## config.mk

```make
export PLATFORM = sky130hd
export DESIGN_NAME = feed_scheduler
export DESIGN_NICKNAME = d
export VERILOG_FILES = /design/src/rtl/feed_scheduler.sv
export SDC_FILE = /design/constraint.sdc
export NUM_CORES = 1
export LEC_CHECK = 0
export BUFFER_PORTS_ARGS = -buffer_cell sky130_fd_sc_hd__buf_4
export CAP_MARGIN = 20
export CORE_ASPECT_RATIO = 1.75
export CORE_MARGIN = 5
export CORE_UTILIZATION = 50
export CTS_CLUSTER_SIZE = 16
export DETAILED_ROUTE_END_ITERATION = 6
export GPL_TIMING_DRIVEN = 0
export PLACE_DENSITY = 0.78
export SETUP_SLACK_MARGIN = 0.15
export SKIP_CTS_REPAIR_TIMING = 1
export SYNTH_ARGS = -nofsm -noshare
export SYNTH_HDL_FRONTEND = slang
export SYNTH_SLANG_ARGS = --single-unit
```

## constraint.sdc

```tcl
create_clock -name clock -period 4.25 [get_ports clock]
set_input_delay 0 -clock clock [delete_from_list [all_inputs] [get_ports clock]]
set_output_delay 0 -clock clock [all_outputs]
set_load 0.005 [all_outputs]
```

## src/rtl/feed_scheduler.sv

```systemverilog
// feed_scheduler
//   Drives the dispenser servo from the register-file schedule. Three alarm
//   slots (hour/min/ampm) are compared against the live clock every cycle.
//   A manual request is also accepted. When a feed is granted, the servo
//   opens for `duration` seconds and then stays closed for a settle interval.
//
// Ports
//   clock          system clock
//   ctrl_reset_n   asynchronous active-low reset
//   sched_en       enables slot matching and the running feed (0 aborts it)
//   sec_tick       one-cycle pulse once per second
//   cur_hour/min   live time (hour 1..12, min 0..59)
//   cur_ampm       live AM(0)/PM(1)
//   slot_hour      {hour3,hour2,hour1}
//   slot_min       {min3,min2,min1}
//   slot_ampm      {ampm3,ampm2,ampm1}
//   duration       feed length in seconds (0 selects DEFAULT_DUR)
//   manual_req     level input; a rising edge requests a feed
//   pwm_open       servo open
//   busy           scheduler not idle
//   active_slot    one-hot slot being served (000 for manual or idle)
//   manual_active  the current feed is manual
//   feed_done      one-cycle pulse on normal feed completion
//   feed_count     completed feeds, saturating at 255
module feed_scheduler #(
  parameter int SETTLE_CYCLES = 1000,
  parameter int DEFAULT_DUR   = 3,
  parameter int DUR_W         = 16
) (
  input  logic             clock,
  input  logic             ctrl_reset_n,
  input  logic             sched_en,
  input  logic             sec_tick,
  input  logic [7:0]       cur_hour,
  input  logic [7:0]       cur_min,
  input  logic             cur_ampm,
  input  logic [23:0]      slot_hour,
  input  logic [23:0]      slot_min,
  input  logic [2:0]       slot_ampm,
  input  logic [DUR_W-1:0] duration,
  input  logic             manual_req,
  output logic             pwm_open,
  output logic             busy,
  output logic [2:0]       active_slot,
  output logic             manual_active,
  output logic             feed_done,
  output logic [7:0]       feed_count
);

  localparam int SET_W = (SETTLE_CYCLES > 1) ? $clog2(SETTLE_CYCLES) : 1;
  localparam logic [SET_W-1:0] SETTLE_LAST  = SET_W'(SETTLE_CYCLES - 1);
  localparam logic [DUR_W-1:0] DEFAULT_LOAD = DUR_W'(DEFAULT_DUR);
  localparam logic [DUR_W-1:0] DUR_ONE      = DUR_W'(1);

  typedef enum logic [1:0] {IDLE, OPEN, SETTLE} state_t;

  state_t state, state_nxt;

  logic [2:0]       slot_valid;
  logic [2:0]       slot_match;
  logic [2:0]       slot_grant;
  logic [2:0]       served, served_nxt;
  logic             manual_q;
  logic             manual_rise;
  logic             manual_pend, manual_pend_nxt;
  logic             manual_grant;
  logic             start;
  logic             abort;
  logic             last_tick;
  logic [DUR_W-1:0] dur_cnt, dur_cnt_nxt;
  logic [SET_W-1:0] settle_cnt, settle_cnt_nxt;
  logic             pwm_open_nxt;
  logic [2:0]       active_slot_nxt;
  logic             manual_active_nxt;
  logic             feed_done_nxt;
  logic [7:0]       feed_count_nxt;

  // Slot decode: a slot only competes when it is programmed with a legal
  // time, equals the live time, and has not already fired this minute.
  always_comb begin
    slot_valid = '0;
    slot_match = '0;
    for (int i = 0; i < 3; i++) begin
      slot_valid[i] = (slot_hour[8*i +: 8] >= 8'd1) &&
                      (slot_hour[8*i +: 8] <= 8'd12) &&
                      (slot_min[8*i +: 8] <= 8'd59);
      slot_match[i] = sched_en && slot_valid[i] && !served[i] &&
                      (cur_hour == slot_hour[8*i +: 8]) &&
                      (cur_min == slot_min[8*i +: 8]) &&
                      (cur_ampm == slot_ampm[i]);
    end
  end

  // Fixed-priority arbitration: slot1 > slot2 > slot3 > manual. A manual
  // feed is only granted while scheduling is enabled, otherwise it would be
  // aborted on the very next edge and waste the pending request.
  always_comb begin
    slot_grant = 3'b000;
    if (slot_match[0])      slot_grant = 3'b001;
    else if (slot_match[1]) slot_grant = 3'b010;
    else if (slot_match[2]) slot_grant = 3'b100;
    manual_rise  = manual_req && !manual_q;
    manual_grant = manual_pend && sched_en && (slot_match == 3'b000);
    start        = (state == IDLE) && ((slot_match != 3'b000) || manual_grant);
    abort        = (state == OPEN) && !sched_en;
    last_tick    = (state == OPEN) && sched_en && sec_tick && (dur_cnt == DUR_ONE);
  end

  // Served flags stick until the minute moves off the slot's minute, so a
  // slot fires at most once per matching minute. The manual request is a
  // single-depth flag: extra edges while pending simply re-set it.
  always_comb begin
    served_nxt = '0;
    for (int i = 0; i < 3; i++) begin
      served_nxt[i] = (start && slot_grant[i]) ||
                      (served[i] && (cur_min == slot_min[8*i +: 8]));
    end
    manual_pend_nxt = (start && manual_grant) ? 1'b0 : (manual_pend || manual_rise);
  end

  // State register.
  always_ff @(posedge clock or negedge ctrl_reset_n) begin
    if (!ctrl_reset_n) state <= IDLE;
    else               state <= state_nxt;
  end

  // Next-state logic. An abort and the final tick both leave OPEN through
  // SETTLE; only the final tick counts as a completed feed.
  always_comb begin
    state_nxt = state;
    case (state)
      IDLE:    if (start) state_nxt = OPEN;
      OPEN:    if (abort || last_tick) state_nxt = SETTLE;
      SETTLE:  if (settle_cnt == '0) state_nxt = IDLE;
      default: state_nxt = IDLE;
    endcase
  end

  // Output and datapath next values. The duration is latched at start so
  // later register writes do not stretch or cut the running feed. A tick on
  // the start edge is ignored because the load takes precedence.
  always_comb begin
    pwm_open_nxt      = pwm_open;
    active_slot_nxt   = active_slot;
    manual_active_nxt = manual_active;
    feed_done_nxt     = 1'b0;
    feed_count_nxt    = feed_count;
    dur_cnt_nxt       = dur_cnt;
    settle_cnt_nxt    = settle_cnt;
    case (state)
      IDLE: begin
        if (start) begin
          dur_cnt_nxt       = (duration == '0) ? DEFAULT_LOAD : duration;
          pwm_open_nxt      = 1'b1;
          active_slot_nxt   = slot_grant;
          manual_active_nxt = (slot_grant == 3'b000);
        end
      end
      OPEN: begin
        if (abort || last_tick) begin
          pwm_open_nxt      = 1'b0;
          active_slot_nxt   = 3'b000;
          manual_active_nxt = 1'b0;
          settle_cnt_nxt    = SETTLE_LAST;
          feed_done_nxt     = last_tick;
          if (last_tick && (feed_count != 8'hFF)) feed_count_nxt = feed_count + 8'd1;
        end else if (sec_tick) begin
          dur_cnt_nxt = dur_cnt - DUR_ONE;
        end
      end
      SETTLE: begin
        if (settle_cnt != '0) settle_cnt_nxt = settle_cnt - SET_W'(1);
      end
      default: ;
    endcase
  end

  // Registered outputs and internal counters. Reset is asynchronous so the
  // servo closes immediately even mid-feed.
  always_ff @(posedge clock or negedge ctrl_reset_n) begin
    if (!ctrl_reset_n) begin
      pwm_open      <= 1'b0;
      active_slot   <= 3'b000;
      manual_active <= 1'b0;
      feed_done     <= 1'b0;
      feed_count    <= 8'd0;
      dur_cnt       <= '0;
      settle_cnt    <= '0;
      served        <= 3'b000;
      manual_q      <= 1'b0;
      manual_pend   <= 1'b0;
    end else begin
      pwm_open      <= pwm_open_nxt;
      active_slot   <= active_slot_nxt;
      manual_active <= manual_active_nxt;
      feed_done     <= feed_done_nxt;
      feed_count    <= feed_count_nxt;
      dur_cnt       <= dur_cnt_nxt;
      settle_cnt    <= settle_cnt_nxt;
      served        <= served_nxt;
      manual_q      <= manual_req;
      manual_pend   <= manual_pend_nxt;
    end
  end

  assign busy = (state != IDLE);

endmodule

```

==> results.py <==
metrics = {
    "outcome": {
        "status": "finished, violations left",
        "violations": "negative hold slack",
    },
    "cts": {
        "clock_latency_ns": 0.32,
        "cts_tree": "built",
        "clock_sinks": 47,
        "clk_path_buf_depth": 2,
        "cts_buffers": 5,
        "cts_root_buffer": "clkbuf_8",
        "cts_htree_levels": 2,
        "clk_pin_slew_worst_paths_ns": 0.10,
    },
    "synth": {
        "synth-main-ff-cell": "dfrtp_1",
        "ys_seq_area_share_pct": 37.1,
        "synth_seq_cells": 47,
        "synth-edff-count": 0,
        "yosys_warnings": 0,
        "syn_area_um2": 3170,
        "synth_top_area_share_pct": 37.1,
        "synth.distinct_cells": 52,
        "yosysTopAreaCell": "dfrtp_1",
        "yosys-top-cells-area": "dfrtp_1, xor2_1, xnor2_1",
        "async_flop_share_pct": 100,
        "synthesis.nets": 455,
        "netlist_instances": 362,
        "syn_area_per_cell_um2": 8.75,
    },
    "detailed_routing": {
        "vias": 3284,
        "first_pass_iters": 4,
        "drc": 0,
        "wire_per_inst_um": 16.6,
        "drtAntennaViolNets": 0,
        "drtIter0Drc": 234,
        "routed_wl_um": 9260,
        "routed_via_density": 5.90,
    },
    "critical_path": {
        "regToRegEndpoint": "dur_cnt[7]$_DFFE_PN0P_",
        "r2r_cells": 7,
        "max_stage_delay_ns": 0.76,
        "r2r-start": "dur_cnt[4]$_DFFE_PN0P_",
        "crit_arrival_ns": 3.02,
        "crit_chain": "nor4_1, nand2_1, o21bai_1, a21oi_1, o31ai_1, buf_2, o22ai_1",
        "cp.required_ns": 4.45,
        "cp_slowest_cell": "nor4_1",
        "cp-start-kind": "flip-flop",
        "worstPathMaxFanout": 10,
        "worstSetupEndpointType": "flip-flop",
        "worst-setup-path-type": "reg2reg",
        "ff2ff_setup_slack_ns": 1.43,
        "startpoint": "dur_cnt[4]$_DFFE_PN0P_",
    },
    "floorplan": {
        "die_w_um": 70.2,
        "dieArea_um2": 8090,
        "core_area_um2": 6180,
        "num_rows": 38,
        "start_util_pct": 51.2,
        "fp.dieH_um": 115,
        "io_pins": 104,
    },
    "sta": {
        "worst_slack_ns": 1.43,
        "finalSetupTns_ns": 0,
        "maxSlewHeadroom_pct": 42.7,
        "whs_ns": -0.00587,
        "worst_pin_slew_ns": 0.851,
        "setup_viol": 0,
        "finalCritPeriodShare_pct": 66.4,
        "fin_crit_ns": 2.82,
        "skew_ns": 0.0119,
        "fmax_mhz": 355,
        "drv_slew": 0,
        "hold_viol": 1,
        "rsz0062_at_grt": "false",
    },
    "final_layout": {
        "final-seq-area_um2": 1180,
        "syn2layout_area_growth_pct": 32.0,
        "nNetsFinal": 569,
        "layout_commonest_cell": "buf_4",
        "antennaDiodeCount": 0,
        "fillerInstances": 552,
        "drive_above_1_share_pct": 26.4,
        "multi_input_area_um2": 1900,
        "final_cell_mix": "buf_4, dfrtp_1, xor2_1",
    },
    "power_and_ir_drop": {
        "p_leak_nw": 1.78,
        "power.density_nw_per_um2": 424,
        "ir_drop_mv": 0.229,
    },
    "global_routing": {
        "grt_max_degree": 48,
        "antenna_found_initial": 0,
        "grtUsageMet1_pct": 22.7,
        "busiest_layer": "met2",
        "gr-usage-all-layers_pct": 23.7,
        "met2_usage_pct": 46.6,
        "grt_overflow": 0,
        "grt_pass1_wl_um": 15400,
        "grt_util_met3_pct": 5.60,
        "grt_pass1_vias": 3397,
    },
    "worst_hold_path": {
        "hold_path_depth": 3,
        "min_from": "duration[12]",
        "hold_end": "dur_cnt[12]$_DFFE_PN0P_",
        "hold_class": "in2reg",
    },
    "run": {
        "cap_violations": 0,
    },
    "placed_design": {
        "place.gp.congestion": 0.853,
        "dp_hpwl_um": 7610,
        "dp_slack_ns": 1.45,
        "io_buffer_count": 103,
    },
}
[layer usage]
| layer | vias up | part of all wire (%) | routed length [µm] |
|---|---|---|---|
| met5 | - | 0 | 0 |
| met4 | 0 | 3.4 | 316 |
| met3 | 27 | 6.0 | 560 |
| met2 | 113 | 56 | 5220 |
| met1 | 1564 | 34 | 3160 |
| li1 | 1580 | - | - |
[registers in the layout (all words and copies together), names as in the netlist]
register and count:
active_slot 3, feed_done 1, pwm_open 1, state 2, manual_q 1, dur_cnt 16
manual_pend 1, feed_count 8, settle_cnt 10, served 3, manual_active 1
[power by group]
part,switching (mW),internal [mW]
Clock,0.166,0.133
Sequential,0.124,0.571
Combinational,0.439,0.340
[synthesized netlist by cell type, types with 9 or more instances]
cell type   n
or3_1       9
nand3_1    11
nor4_1     20
nand2_1    27
a21oi_1    15
nor3_1     14
nor2_1     29
xnor2_1    19
xor2_1     31
dfrtp_1    47
nand4_1    15
o21ai_0    11
inv_1      10
o22ai_1    18
[stage by stage]
stage          area [µm²]  util, %  std cells  total power [mW]
2_1_floorplan        3170        -        362              1.20
3_3_place_gp         4040     65.4        545              1.46
3_5_place_dp         4040     65.4        545              1.48
4_1_cts              4140     67.0        553              1.78
5_1_grt              4180     67.6        557              1.91
6_report             4180     67.6        557              1.77
[kinds of logic (layout without fill, tap and decap cells)]
family	Yosys count	in the layout	share of synthesized area [%]
compound gates	83	83	17.7
xor+xnor	50	50	13.8
fa+ha+maj	4	4	1.58
buf+inv	21	136	2.88
flops	47	47	37.1
mux	2	2	0.672
simple gates	155	155	26.2
[cell type report]
cell class	count	area share (%)
buffer	11	1.29
clock buffer	6	1.98
clock inverter	2	0.389
inverter	10	0.898
multi-input combinational	294	45.4
sequential	47	28.1
tap	80	2.40
timing repair buffer	107	19.5
[how the worst max path moves through the flow]
stage / end / slack, ns / cells after the start
5_1_grt: dur_cnt[9]$_DFFE_PN0P_ / 1.06 / 7
6_report: dur_cnt[7]$_DFFE_PN0P_ / 1.43 / 7
2_1_floorplan: dur_cnt[14]$_DFFE_PN0P_ / 2.07 / 7
3_5_place_dp: dur_cnt[13]$_DFFE_PN0P_ / 1.45 / 7
4_1_cts: dur_cnt[7]$_DFFE_PN0P_ / 1.43 / 7
3_3_place_gp: dur_cnt[7]$_DFFE_PN0P_ / 1.43 / 7
[worst max-delay path, delay by kind of cell, from the launching register on]
family,cells,cell delay [ns]
simple gates,2,1.06
flops,1,0.41
compound gates,4,0.88
buf+inv,1,0.34
Note: power is estimated with default switching activity, not from simulation.
